File: config.mk
export PLATFORM = sky130hd
export DESIGN_NAME = stage_sequencer
export DESIGN_NICKNAME = d
export VERILOG_FILES = /design/src/rtl/stage_sequencer.sv
export SDC_FILE = /design/constraint.sdc
export NUM_CORES = 1
export LEC_CHECK = 0
export BUFFER_PORTS_ARGS = -buffer_cell sky130_fd_sc_hd__buf_2
export CORE_ASPECT_RATIO = 1.2
export CORE_MARGIN = 2
export CORE_UTILIZATION = 50
export DETAILED_ROUTE_END_ITERATION = 12
export GPL_TIMING_DRIVEN = 0
export PLACE_DENSITY_LB_ADDON = 0.15
export SETUP_SLACK_MARGIN = 0.1
export SYNTH_ARGS = -nofsm -noshare
export SYNTH_HDL_FRONTEND = slang
export SYNTH_SLANG_ARGS = --single-unit
File: constraint.sdc
create_clock -name clk -period 6.03 [get_ports clk]
set_clock_uncertainty 0.1 [all_clocks]
set_input_delay 0.603 -clock clk [delete_from_list [all_inputs] [get_ports clk]]
set_output_delay 0.603 -clock clk [all_outputs]
set_load 0.05 [all_outputs]
File: src/rtl/stage_sequencer.sv
// Sequences NUM_STAGES solver stages one at a time, with a per-stage timeout and a shared-resource owner select.
// Latency: a sampled run rise gives stage_start[0] one cycle later; stage_end[i] gives the next start (or done) one cycle later.
// No backpressure: a stage holds ownership until its end handshake, a timeout, or an abort.
module stage_sequencer #(
    parameter int NUM_STAGES     = 8,
    parameter int SEL_W          = 3,
    parameter int TIMEOUT_CYCLES = 65535
) (
    input  logic                  clk,
    input  logic                  program_reset,
    input  logic                  run,
    input  logic                  abort,
    input  logic [NUM_STAGES-1:0] stage_end,
    output logic [NUM_STAGES-1:0] stage_start,
    output logic [SEL_W-1:0]      owner_sel,
    output logic                  owner_valid,
    output logic                  busy,
    output logic                  done,
    output logic                  error,
    output logic [SEL_W-1:0]      error_stage,
    output logic [2:0]            cs
);

    typedef enum logic [2:0] {
        S_IDLE   = 3'd0,
        S_LAUNCH = 3'd1,
        S_WAIT   = 3'd2,
        S_FINISH = 3'd3,
        S_FAULT  = 3'd4
    } state_t;

    localparam logic [15:0]      TIMEOUT_LAST = 16'(TIMEOUT_CYCLES - 1);
    localparam logic [SEL_W-1:0] LAST_IDX     = SEL_W'(NUM_STAGES - 1);

    state_t           state;
    state_t           state_nxt;
    logic [SEL_W-1:0] idx;
    logic [15:0]      timer;
    logic             run_q;
    logic             rise;
    logic             cur_end;
    logic             timeout_hit;

    // Only the end bit of the stage currently owned matters; all others are ignored.
    assign rise        = run & ~run_q;
    assign cur_end     = stage_end[idx];
    assign timeout_hit = (timer == TIMEOUT_LAST);
    assign cs          = state;

    // State register; reset drops straight back to IDLE so a sequence never resumes.
    always_ff @(posedge clk or negedge program_reset) begin
        if (!program_reset) begin
            state <= S_IDLE;
        end else begin
            state <= state_nxt;
        end
    end

    // Next-state and Moore outputs; abort outranks every WAIT exit and end outranks timeout.
    always_comb begin
        state_nxt   = state;
        stage_start = '0;
        owner_sel   = '0;
        owner_valid = 1'b0;
        busy        = 1'b0;
        done        = 1'b0;
        case (state)
            S_IDLE: begin
                if (rise) state_nxt = S_LAUNCH;
            end
            S_LAUNCH: begin
                stage_start = NUM_STAGES'(1) << idx;
                owner_sel   = idx;
                owner_valid = 1'b1;
                busy        = 1'b1;
                state_nxt   = abort ? S_IDLE : S_WAIT;
            end
            S_WAIT: begin
                owner_sel   = idx;
                owner_valid = 1'b1;
                busy        = 1'b1;
                if (abort) begin
                    state_nxt = S_IDLE;
                end else if (cur_end) begin
                    state_nxt = (idx == LAST_IDX) ? S_FINISH : S_LAUNCH;
                end else if (timeout_hit) begin
                    state_nxt = S_FAULT;
                end
            end
            S_FINISH: begin
                busy      = 1'b1;
                done      = 1'b1;
                state_nxt = S_IDLE;
            end
            S_FAULT: begin
                if (rise) state_nxt = S_LAUNCH;
            end
            default: state_nxt = S_IDLE;
        endcase
    end

    // Stage index, WAIT timer, run edge history and the sticky timeout record.
    always_ff @(posedge clk or negedge program_reset) begin
        if (!program_reset) begin
            idx         <= '0;
            timer       <= '0;
            run_q       <= 1'b0;
            error       <= 1'b0;
            error_stage <= '0;
        end else begin
            run_q <= run;
            case (state)
                S_IDLE, S_FAULT: begin
                    if (rise) begin
                        idx         <= '0;
                        error       <= 1'b0;
                        error_stage <= '0;
                    end
                end
                S_LAUNCH: begin
                    timer <= '0;
                end
                S_WAIT: begin
                    if (timer != 16'hFFFF) timer <= timer + 16'd1;
                    if (!abort) begin
                        if (cur_end) begin
                            if (idx != LAST_IDX) idx <= idx + 1'b1;
                        end else if (timeout_hit) begin
                            error       <= 1'b1;
                            error_stage <= idx;
                        end
                    end
                end
                default: ;
            endcase
        end
    end

endmodule

==> metrics.md, run 1 <==
| Metric | Value |
|---|---|
| Mapped Nets | 190 |
| Hold-fix buffers, CTS | 0 |
| Synth top area cells | dfrtp_1, ha_1, nor2_1 |
| DP HPWL | between 2 and 3 mm |
| Required time worst endpoint | 5.33 ns |
| First-pass GRT wire length | 6.07 mm |
| Syn_area_per_cell | between 9 and 10 sq um |
| Area share of the largest cell type after synthesis | between 40% and 50% |
| Tot GR Track Use | 20.2% |
| Total negative setup slack | 0 ns |
| Die width | 56.0 microns |
| Share of power burned in registers | 37.9% |
| Number of max-cap violations | 0 |
| Row count | 22 |
| Core ar. | 3080 sq um |
| Clock buffer depth | 2 |
| Final setup margin | 2.79 ns |
| Initial DRC count | 45 |
| Min-Delay Path Class | in2async |
| Ys flop type | dfrtp_1 |
| Initial Utilization | 52.7% |
| Clock Tree Root | clkbuf_4 |
| Fmax | between 0.3 and 0.4 GHz |
| Leading area contributor after synthesis | dfrtp_1 |
| Chip height | approximately 66 microns |
| Yosys Warn Count | 0 |
| Worst reg2reg startpoint | cs[1] |
| WP data arrival | 2.53 ns |
| H-tree Lvls | 1 |
| Drt drc | 0 |
| Worst setup SP type | flop |
| Synthesized cell area | 1630 sq um |
| Asr flop ratio synth | 100% |
| # setup viols final | 0 |
| Commonest cells post-synth | dfrtp_1, nor2_1, a21oi_1, inv_1, o21ai_0 |
| Status | complete, no violations |
| TritonCTS buffer count | 3 |
| Vias post-DR | 1429 |
| Peak supply drop | between 0.2 and 0.25 mV |
| Routed WL | approximately 3.4 mm |
| Yosys cell types | 42 |
| Final worst hold slack | roughly 0.16 ns |
| PwrDens | between 300 and 400 nW/um^2 |
| CTS sink count | 27 |
| Top Ports | 33 |
| CP Class | reg2out |
| Number of global-route vias before repair | between 1000 and 1500 |
| Cells after DPL | roughly 240 |
| Vias per cell | between 5 and 6 |
| Post-Synthesis Cells | 170 |
| EDFF count, synth | 0 |
| Post-route ant nets | 0 |
| Fin crit share | 53.6% |
| Largest net degree at the start of global routing | 28 |
| Flop2flop setup slack | roughly 3.4 ns |
| Reg2reg end | timer[11] |
| Wirelength per Cell | 14.2 microns |
| Final nets | roughly 230 |
| Total Power | 0.585 mW |
| Resize count post-CTS | 0 |
| DP Worst Slack | ~3.2 ns |
| Worst Path Max Fanout | 10 |
| Initial antenna violation count | 0 |
| Count leader, synth | dfrtp_1 |
| Filler Cells Inserted | 260 |
| Sw Pwr | 0.282 mW |
| Post-synthesis sequential area ratio | 41.6% |
| Internal cell power | 0.303 mW |
| I/O Buffers | 32 |
| Worst relative slew slack | between 30% and 40% |
| Tightest Pin Transition | 0.927 ns |
| Worst skew pair latency | 0.32 ns |
| Seq cells post-synth | 27 |
| Final hold violations | 0 |
| Leak | about 0.90 nW |
| CTS tree | yes |
| Routability Congestion | 0.811 |
| Gr ovfl total | 0 |
| CTS clk-pin slew, worst paths | 0.15 ns |
| Sw Share | 48.3% |
| DRT Pass-1 Iters | 4 |
| Share of cells above drive strength 1 | 23.8% |
| Clk pwr share | 13.6% |
| Non-Filler Instances | 242 |
| Die Area | 3720 sq um |
| Pins Over Slew Limit | 0 |
| R2r worst-path depth | 6 |
| Critical Path End Type | primary output |
| Minimum clock period | approximately 3.2 ns |
| Ant. Diodes | 0 |
| Area Overhead vs Synth | 14.3% |
| Postcts setup bufs | 0 |
| RSZ-0062 raised after global routing | no |
| Logic gate share of total power | 48.5% |
[worst max-delay path by stage]
stage	start	cells past startpoint	endpoint	slack, ns
2_1_floorplan	cs[1]	5	owner_sel[0]	3.05
3_3_place_gp	cs[2]	6	owner_sel[0]	3.27
3_5_place_dp	cs[1]	6	owner_sel[1]	3.24
4_1_cts	cs[1]	6	owner_sel[1]	2.82
5_1_grt	cs[1]	6	owner_sel[2]	2.59
6_report	cs[1]	6	owner_sel[1]	2.79
[cells in the final DEF (no fill, tap or decap), types with 3 or more instances in the layout]
master / instances
xor2_1: 4
o21ai_0: 10
nor3_1: 3
and4_1: 3
a31oi_1: 3
nand4_1: 4
inv_1: 10
xnor2_1: 3
nor2_1: 21
a21oi_1: 10
o31ai_1: 4
clkbuf_4: 3
nand3_1: 7
and3_1: 6
dfrtp_1: 27
nor3b_1: 3
buf_2: 32
clkbuf_1: 3
a32o_1: 3
ha_1: 8
o211ai_1: 3
nand2_1: 6
[per-layer routing]
layer | GRT usage (%) | vias up | wire length, microns
li1 | - | 697 | -
met1 | 22.7 | 690 | 1470
met2 | 39.7 | 40 | 1810
met3 | 2.33 | 2 | 142
met4 | 5.65 | 0 | 18
met5 | 0 | - | 0
[cell type report]
type                    instances  area, sq um  share of cell area [%]
multi-input cells             126          866                    46.6
flip-flops and latches         27          676                    36.4
clock inverters                 1         5.00                   0.269
plain buffers                   7         46.3                    2.49
repair buffers                 32          160                    8.62
inverters                      10         37.5                    2.02
well taps                      36         45.0                    2.42
clock buffers                   3         22.5                    1.21
[worst max-delay path, stage by stage (launching register included)]
cell and delay, ns:
dfrtp_1 0.41, buf_4 0.16, nor3b_1 0.75, clkbuf_1 0.36, nor2_1 0.15, nor2_1 0.11, buf_2 0.27
[stage by stage]
| stage | util, % | cell area, sq um |
|---|---|---|
| after global routing | 60.3 | 1860 |
| final | 60.3 | 1860 |
| after floorplan | - | 1630 |
| after CTS | 60.3 | 1860 |
| after detailed placement | 59.4 | 1830 |
| after global placement | 59.4 | 1830 |
[power by group through the flow]
stage	Combinational, mW	Clock (mW)	Sequential [mW]
after global placement	0.279	0	0.224
after global routing	0.311	0.0888	0.225
final	0.284	0.0794	0.222
after floorplan	0.193	0	0.244
after detailed placement	0.285	0	0.226
after CTS	0.285	0.0828	0.222
[kinds of logic (layout without fill, tap and decap cells)]
family | after synthesis | count (layout) | synth area share (%)
compound gates | 41 | 41 | 16.9
flops | 27 | 27 | 41.6
simple gates | 66 | 66 | 22.4
xor+xnor | 7 | 7 | 3.77
mux | 4 | 4 | 4.08
fa+ha+maj | 8 | 8 | 6.16
buf+inv | 17 | 53 | 5.16
[registers in the layout, indices dropped and copies added (netlist names)]
signal and cells:
error_stage 3, timer 16, error 1, idx 3
cs 3, run_q 1
No activity file was read; power rests on OpenSTA's default activity.
==> run 2: changes to the inputs <==
Settings changed: ABC_AREA set to 1.
Clock period 6.03 ns to 3.1 ns, I/O delays scaled along.
==> run 2 against run 1 <==
Net effect: global-route usage increased by 0.96 points; combinational power increased to 2.9 times the previous value; sequential share of layout area decreased by 6.1 points; power increased to 2.5 times the previous value; synthesized area increased by 20%; clock power increased to 2.6 times the previous value; register-to-register slack got worse by 2.1 ns; critical path depth unchanged.
==> metrics.md, run 2 <==
| Metric | Value |
|---|---|
| Status | complete, no violations |
| Yosys cell types | 29 (-31%) |
| Flop2flop setup slack | 1.29 ns (-2.07 ns) |
| Vias per cell | 4.95 (-16%) |
| Commonest non-fill, non-tap cell in the layout | nand2_1 |
| Peak supply drop | 0.543 mV (+120%) |
| Post-Synthesis Cells | 263 (+55%) |
| Largest net degree at the start of global routing | 28 (unchanged) |
| Area share of the largest cell type after synthesis | 34.7% (-6.9 points) |
| Tot GR Track Use | 21.1% (+0.96 points) |
| Drt drc | 0 (unchanged) |
| Postcts setup bufs | 0 (unchanged) |
| RSZ-0062 raised after global routing | no |
| Largest register FFs | 16 (unchanged) |
| # setup viols final | 0 (unchanged) |
| Area Overhead vs Synth | 14.5% |
| Ys flop type | dfrtp_1 |
| H-tree Lvls | 1 (unchanged) |
| TritonCTS buffer count | 3 (unchanged) |
| Register name with the most flops | timer |
| Asr flop ratio synth | 100% (unchanged) |
| Final hold violations | 0 (unchanged) |
| WP data arrival | 1.78 ns (-0.75 ns) |
| CTS tree | yes |
| Resize count post-CTS | 0 (unchanged) |
| Worst reg2reg startpoint | timer[0] |
| Chip height | 72.4 microns (+8.9%) |
| Fin crit share | 70.5% |
| CTS sink count | 27 (unchanged) |
| Placed Area | 2170 sq um (+19%) |
| Min-Delay Path Class | in2reg |
| Vias post-DR | 1742 (+22%) |
| Synth top area cells | dfrtp_1, nand2_1, inv_1 |
| I/O Buffers | 32 (unchanged) |
| Initial antenna violation count | 0 (unchanged) |
| Yosys Warn Count | 0 (unchanged) |
| Mapped Nets | 283 (+49%) |
| Routability Congestion | 0.920 (+13%) |
| R2r worst-path depth | 11 (+5) |
| Worst Path Max Fanout | 8 (-2) |
| Pins Over Slew Limit | 0 (unchanged) |
| Wirelength per Cell | 11.7 microns (-17%) |
| DRT Pass-1 Iters | 6 (+2) |
| First-pass GRT wire length | 7.14 mm (+18%) |
| Worst setup SP type | flop |
| Ant. Diodes | 0 (unchanged) |
| Share of cells above drive strength 1 | 24.7% (+0.88 points) |
| Final nets | 321 (+41%) |
| Worst relative slew slack | 59.6% (+22 points) |
| Total negative setup slack | 0 ns (unchanged) |
| Fmax | 0.458 GHz |
| Required time worst endpoint | 2.69 ns (-2.64 ns) |
| Post-synthesis sequential area ratio | 34.7% (-6.9 points) |
| Hold Path Sink | run_q |
| Most frequent cells in the layout | nand2_1, buf_2, inv_1 |
| Post-route ant nets | 0 (unchanged) |
| CP Class | reg2out |
| Initial DRC count | 49 (+8.9%) |
| Final worst hold slack | 0.0506 ns (-0.109 ns) |
| Leak | 1.12 nW (+25%) |
| Total Power | 1.47 mW (+150%) |
| Minimum clock period | about 2.2 ns |
| Routed WL | 4.12 mm (+20%) |
| EDFF count, synth | 0 (unchanged) |
| Number of max-cap violations | 0 (unchanged) |
| Seq cells post-synth | 27 (unchanged) |
| DP HPWL | 3.22 mm (+23%) |
| Clock buffer depth | 2 (unchanged) |
| PwrDens | 660 nW/um^2 (+110%) |
| Syn_area_per_cell | 7.41 sq um (-23%) |
| Top Ports | 33 (unchanged) |
| Clock Tree Root | clkbuf_8 |
| Row count | 24 (+9.1%) |
| Leading area contributor after synthesis | dfrtp_1 |
| Post-route cell area | 2230 sq um (+20%) |
| CTS clk-pin slew, worst paths | 0.09 ns (-0.06 ns) |
| Hold Path Depth | 1 |
| Die width | 61.0 microns (+8.8%) |
| Tightest Pin Transition | 0.605 ns (-0.321 ns) |
| Reg2reg end | error_stage[0] |
| Worst Hold Launch | run |
| Initial Utilization | 52.7% (about the same) |
| Core ar. | 3690 sq um (+20%) |
| Die Area | 4410 sq um (+18%) |
| Count leader, synth | nand2_1 |
| Commonest cells post-synth | nand2_1, inv_1, nor2_1, dfrtp_1, nand3_1 |
| Synthesized cell area | 1950 sq um (+20%) |
| Gr ovfl total | 0 (unchanged) |
| Critical Path End Type | primary output |
| Worst skew pair latency | 0.28 ns (-0.04 ns) |
| Number of global-route vias before repair | 1618 (+14%) |
## run 2: cell count changes after synthesis, moves of 5 or more
cell / previous run / this run
nor3_1: 3 / 8
inv_1: 10 / 31
a21oi_1: 10 / 1
o21ai_2: 0 / 11
o21ai_0: 10 / 3
nor2_1: 21 / 29
nand2_1: 6 / 72
nand4_1: 4 / 11
nand3_1: 7 / 20
and3_1: 6 / 0
## run 2: repair_timing
action	CTS	global route
hold buffers	1	0
setup endpoints to repair	0	0
endpoints found under the hold margin	27	0
## run 2: worst max-delay path by stage
stage	startpoint	to	slack [ns]	cells after the start
floorplan	cs[2]	stage_start[0]	0.48	4
global placement	idx[0]	stage_start[0]	1.25	6
detailed placement	idx[0]	stage_start[2]	1.23	6
CTS	idx[0]	stage_start[2]	0.89	6
global route	idx[0]	stage_start[0]	0.76	6
finish	idx[0]	stage_start[4]	0.91	6
## run 2: power by group
group	switching [mW]	leakage (nW)	internal, mW
Combinational	0.609	0.725	0.221
Sequential	0.0484	0.372	0.389
Clock	0.114	0.0255	0.0904
## run 2: per-stage QoR
step                cells  setup slack, ns  util [%]
global route          352            0.759      60.4
finish                352            0.914      60.4
global placement      347             1.25      58.8
detailed placement    347             1.23      58.8
CTS                   352            0.888      60.4
floorplan             263            0.484         -
## run 2: critical path, cell delays in order, from the launching register on
cell and delay (ns):
dfrtp_1 0.41, buf_2 0.18, inv_1 0.20, ha_1 0.19, inv_1 0.05, nor3_1 0.18, buf_2 0.29
## run 2: area by class of cell
type	instances	area, sq um
fillers	365	1460
multi-input cells	196	1100
flip-flops and latches	27	676
repair buffers	33	170
inverters	34	128
well taps	52	65.1
plain buffers	6	46.3
clock buffers	3	41.3
clock inverters	1	5.00
## run 2: logic make-up (layout without fill, tap and decap cells)
kind of cell,count (synthesis),after routing,synth area share (%)
flip-flops,27,27,34.7
AO/OA/AOI/OAI,22,22,8.16
XOR/XNOR,8,8,3.60
AND/OR/NAND/NOR,158,158,39.5
adder cells (fa/ha/maj),8,8,5.14
buffers and inverters,40,77,8.93
## run 2: layer usage
layer | wire (microns) | track usage, % | part of all wire, %
met1 | 1820 | 26.2 | 44
met2 | 2070 | 35.8 | 50
met3 | 117 | 2.14 | 2.8
met4 | 123 | 10.1 | 3.0
met5 | 0 | 0 | 0
==> run 3: changes to the inputs <==
Clock period 3.1 ns to 2.1 ns, I/O delays scaled along.
==> run 3 against run 2 <==
Net effect: register-to-register slack worse by 1.0 ns; core utilization rose by 3.6 points; count of clock-buffer cells in the layout is the same; largest cell class unchanged.
==> metrics.md, run 3 (synthesis gave the netlist of run 2 again) <==
| Metric | Value |
|---|---|
| Tightest Pin Transition | 0.619 ns (+0.0138 ns) |
| Clock buffer depth | 2 (unchanged) |
| Cell Chain, Critical Path | buf_2 -> nor3_4 -> inv_4 -> nand2_8 -> inv_1 -> nor2_2 -> buf_6 |
| Largest register FFs | 16 (unchanged) |
| Total Power | 2.29 mW (+55%) |
| Core Util, Final | 63.9% (+3.6 points) |
| PwrDens | 969 nW/um^2 (+47%) |
| Register name with the most flops | timer |
| R2r worst-path depth | 11 (unchanged) |
| DRT Pass-1 Iters | 4 (-2) |
| I/O Buffers | 32 (unchanged) |
| DP HPWL | 3.28 mm (+1.9%) |
| Post-route cell area | 2360 sq um (+5.9%) |
| Minimum clock period | 1.98 ns |
| Final hold violations | 0 (unchanged) |
| CTS clk-pin slew, worst paths | 0.10 ns (about the same) |
| Top Ports | 33 (unchanged) |
| Critical Path End Type | primary output |
| Tot GR Track Use | 21.9% (+0.75 points) |
| Final worst hold slack | 0.121 ns (+0.0705 ns) |
| Status | complete, no violations |
| Share of cells above drive strength 1 | 30.7% (+6.0 points) |
| Worst Path Max Fanout | 9 (+1) |
| First-pass GRT wire length | 7.32 mm (+2.5%) |
| Final nets | 324 (+0.93%) |
| Number of global-route vias before repair | 1680 (+3.8%) |
| CP max stage delay | 0.40 ns (about the same) |
| Total negative setup slack | 0 ns (unchanged) |
| Wirelength per Cell | 12.2 microns (+4.4%) |
| Fmax | 0.505 GHz |
| Cells after DPL | 347 (unchanged) |
| Required time worst endpoint | 1.79 ns (-0.90 ns) |
| Final setup margin | 0.121 ns (-0.793 ns) |
| Fin crit share | between 90% and 100% |
| Ant. Diodes | 0 (unchanged) |
| Drt drc | 0 (unchanged) |
| CTS sink count | 27 (unchanged) |
| Initial antenna violation count | 0 (unchanged) |
| Gr ovfl total | 0 (unchanged) |
| CP Class | reg2out |
| Routability Congestion | 0.947 (+3.0%) |
| DP Worst Slack | 0.216 ns (-1.01 ns) |
| Clock Tree Root | clkbuf_8 |
| Initial DRC count | 29 (-41%) |
| Vias per cell | 4.99 (+0.81%) |
| RSZ-0062 raised after global routing | yes |
| Core ar. | 3690 sq um (unchanged) |
| Number of max-cap violations | 0 (unchanged) |
| Chip height | 72.4 microns (unchanged) |
| Min-Delay Path Class | in2reg |
| Area Overhead vs Synth | 21.2% |
| Hold Path Depth | 4 (+3) |
| Initial Utilization | 52.7% (unchanged) |
| Row count | 24 (unchanged) |
| Routed WL | 4.34 mm (+5.3%) |
| Non-Filler Instances | 355 (+0.85%) |
| Leak | 1.13 nW (+1.0%) |
| Post-route ant nets | 0 (unchanged) |
| Most frequent cells in the layout | nand2_1, inv_1, buf_2 |
| Placed Area | 2230 sq um (+2.8%) |
| Die width | 61.0 microns (unchanged) |
| Peak supply drop | 0.767 mV (+41%) |
| Pins Over Slew Limit | 0 (unchanged) |
| TritonCTS buffer count | 3 (unchanged) |
| # setup viols final | 0 (unchanged) |
| Commonest non-fill, non-tap cell in the layout | nand2_1 |
| Vias post-DR | 1771 (+1.7%) |
| CTS tree | yes |
| Worst skew pair latency | 0.28 ns (about the same) |
| H-tree Lvls | 1 (unchanged) |
| Slowest CP cell | dfrtp_2 |
| Largest net degree at the start of global routing | 28 (unchanged) |
| WP data arrival | 1.67 ns (-0.11 ns) |
| Die Area | 4410 sq um (unchanged) |
| Worst setup SP type | flop |
| Worst relative slew slack | 58.7% (-0.92 points) |
run 3: worst max-delay path, delay by kind of cell (launching register included):
family	cells	cell delay, ns
buf+inv	4	0.57
simple gates	3	0.41
flops	1	0.40
run 3: layout make-up:
class / count / area [sq um]
fillers: 351 / 1330
multi-input cells: 196 / 1160
flip-flops and latches: 27 / 681
repair buffers: 36 / 226
inverters: 34 / 134
well taps: 52 / 65.1
plain buffers: 6 / 48.8
clock buffers: 3 / 41.3
clock inverters: 1 / 7.51
run 3: power breakdown:
part	leakage (nW)	internal, mW	total, mW	switching (mW)
Clock	0.0217	0.135	0.310	0.175
Sequential	0.366	0.579	0.647	0.0686
Combinational	0.746	0.384	1.33	0.947
run 3: layer usage:
metal | routed length (microns) | part of all wire [%] | vias up | GRT usage (%)
li1 | - | - | 924 | -
met2 | 2280 | 53 | 34 | 39.4
met5 | 0 | 0 | - | 0
met1 | 1860 | 43 | 806 | 25.8
met3 | 119 | 2.7 | 7 | 2.14
met4 | 82 | 1.9 | 0 | 8.70
run 3: repair_timing:
item	CTS	global route
buffers inserted	2	0
gates cloned	0	0
endpoints found under the setup margin	12	12
hold buffers	2	0
endpoints found under the hold margin	28	0
gates resized for setup	7	10
pin swaps	1	0
run 3: final timing paths:
kind                               start           end  slack (ns)
setup / recovery                   cs[2]  owner_sel[2]        0.12
hold / removal                     abort         cs[0]        0.12
setup reg to reg                  idx[0]        idx[0]        0.29
hold reg to reg                    error         error        0.38
max in group asynchronous  program_reset        idx[1]        1.08
min in group asynchronous  program_reset     timer[14]        0.38
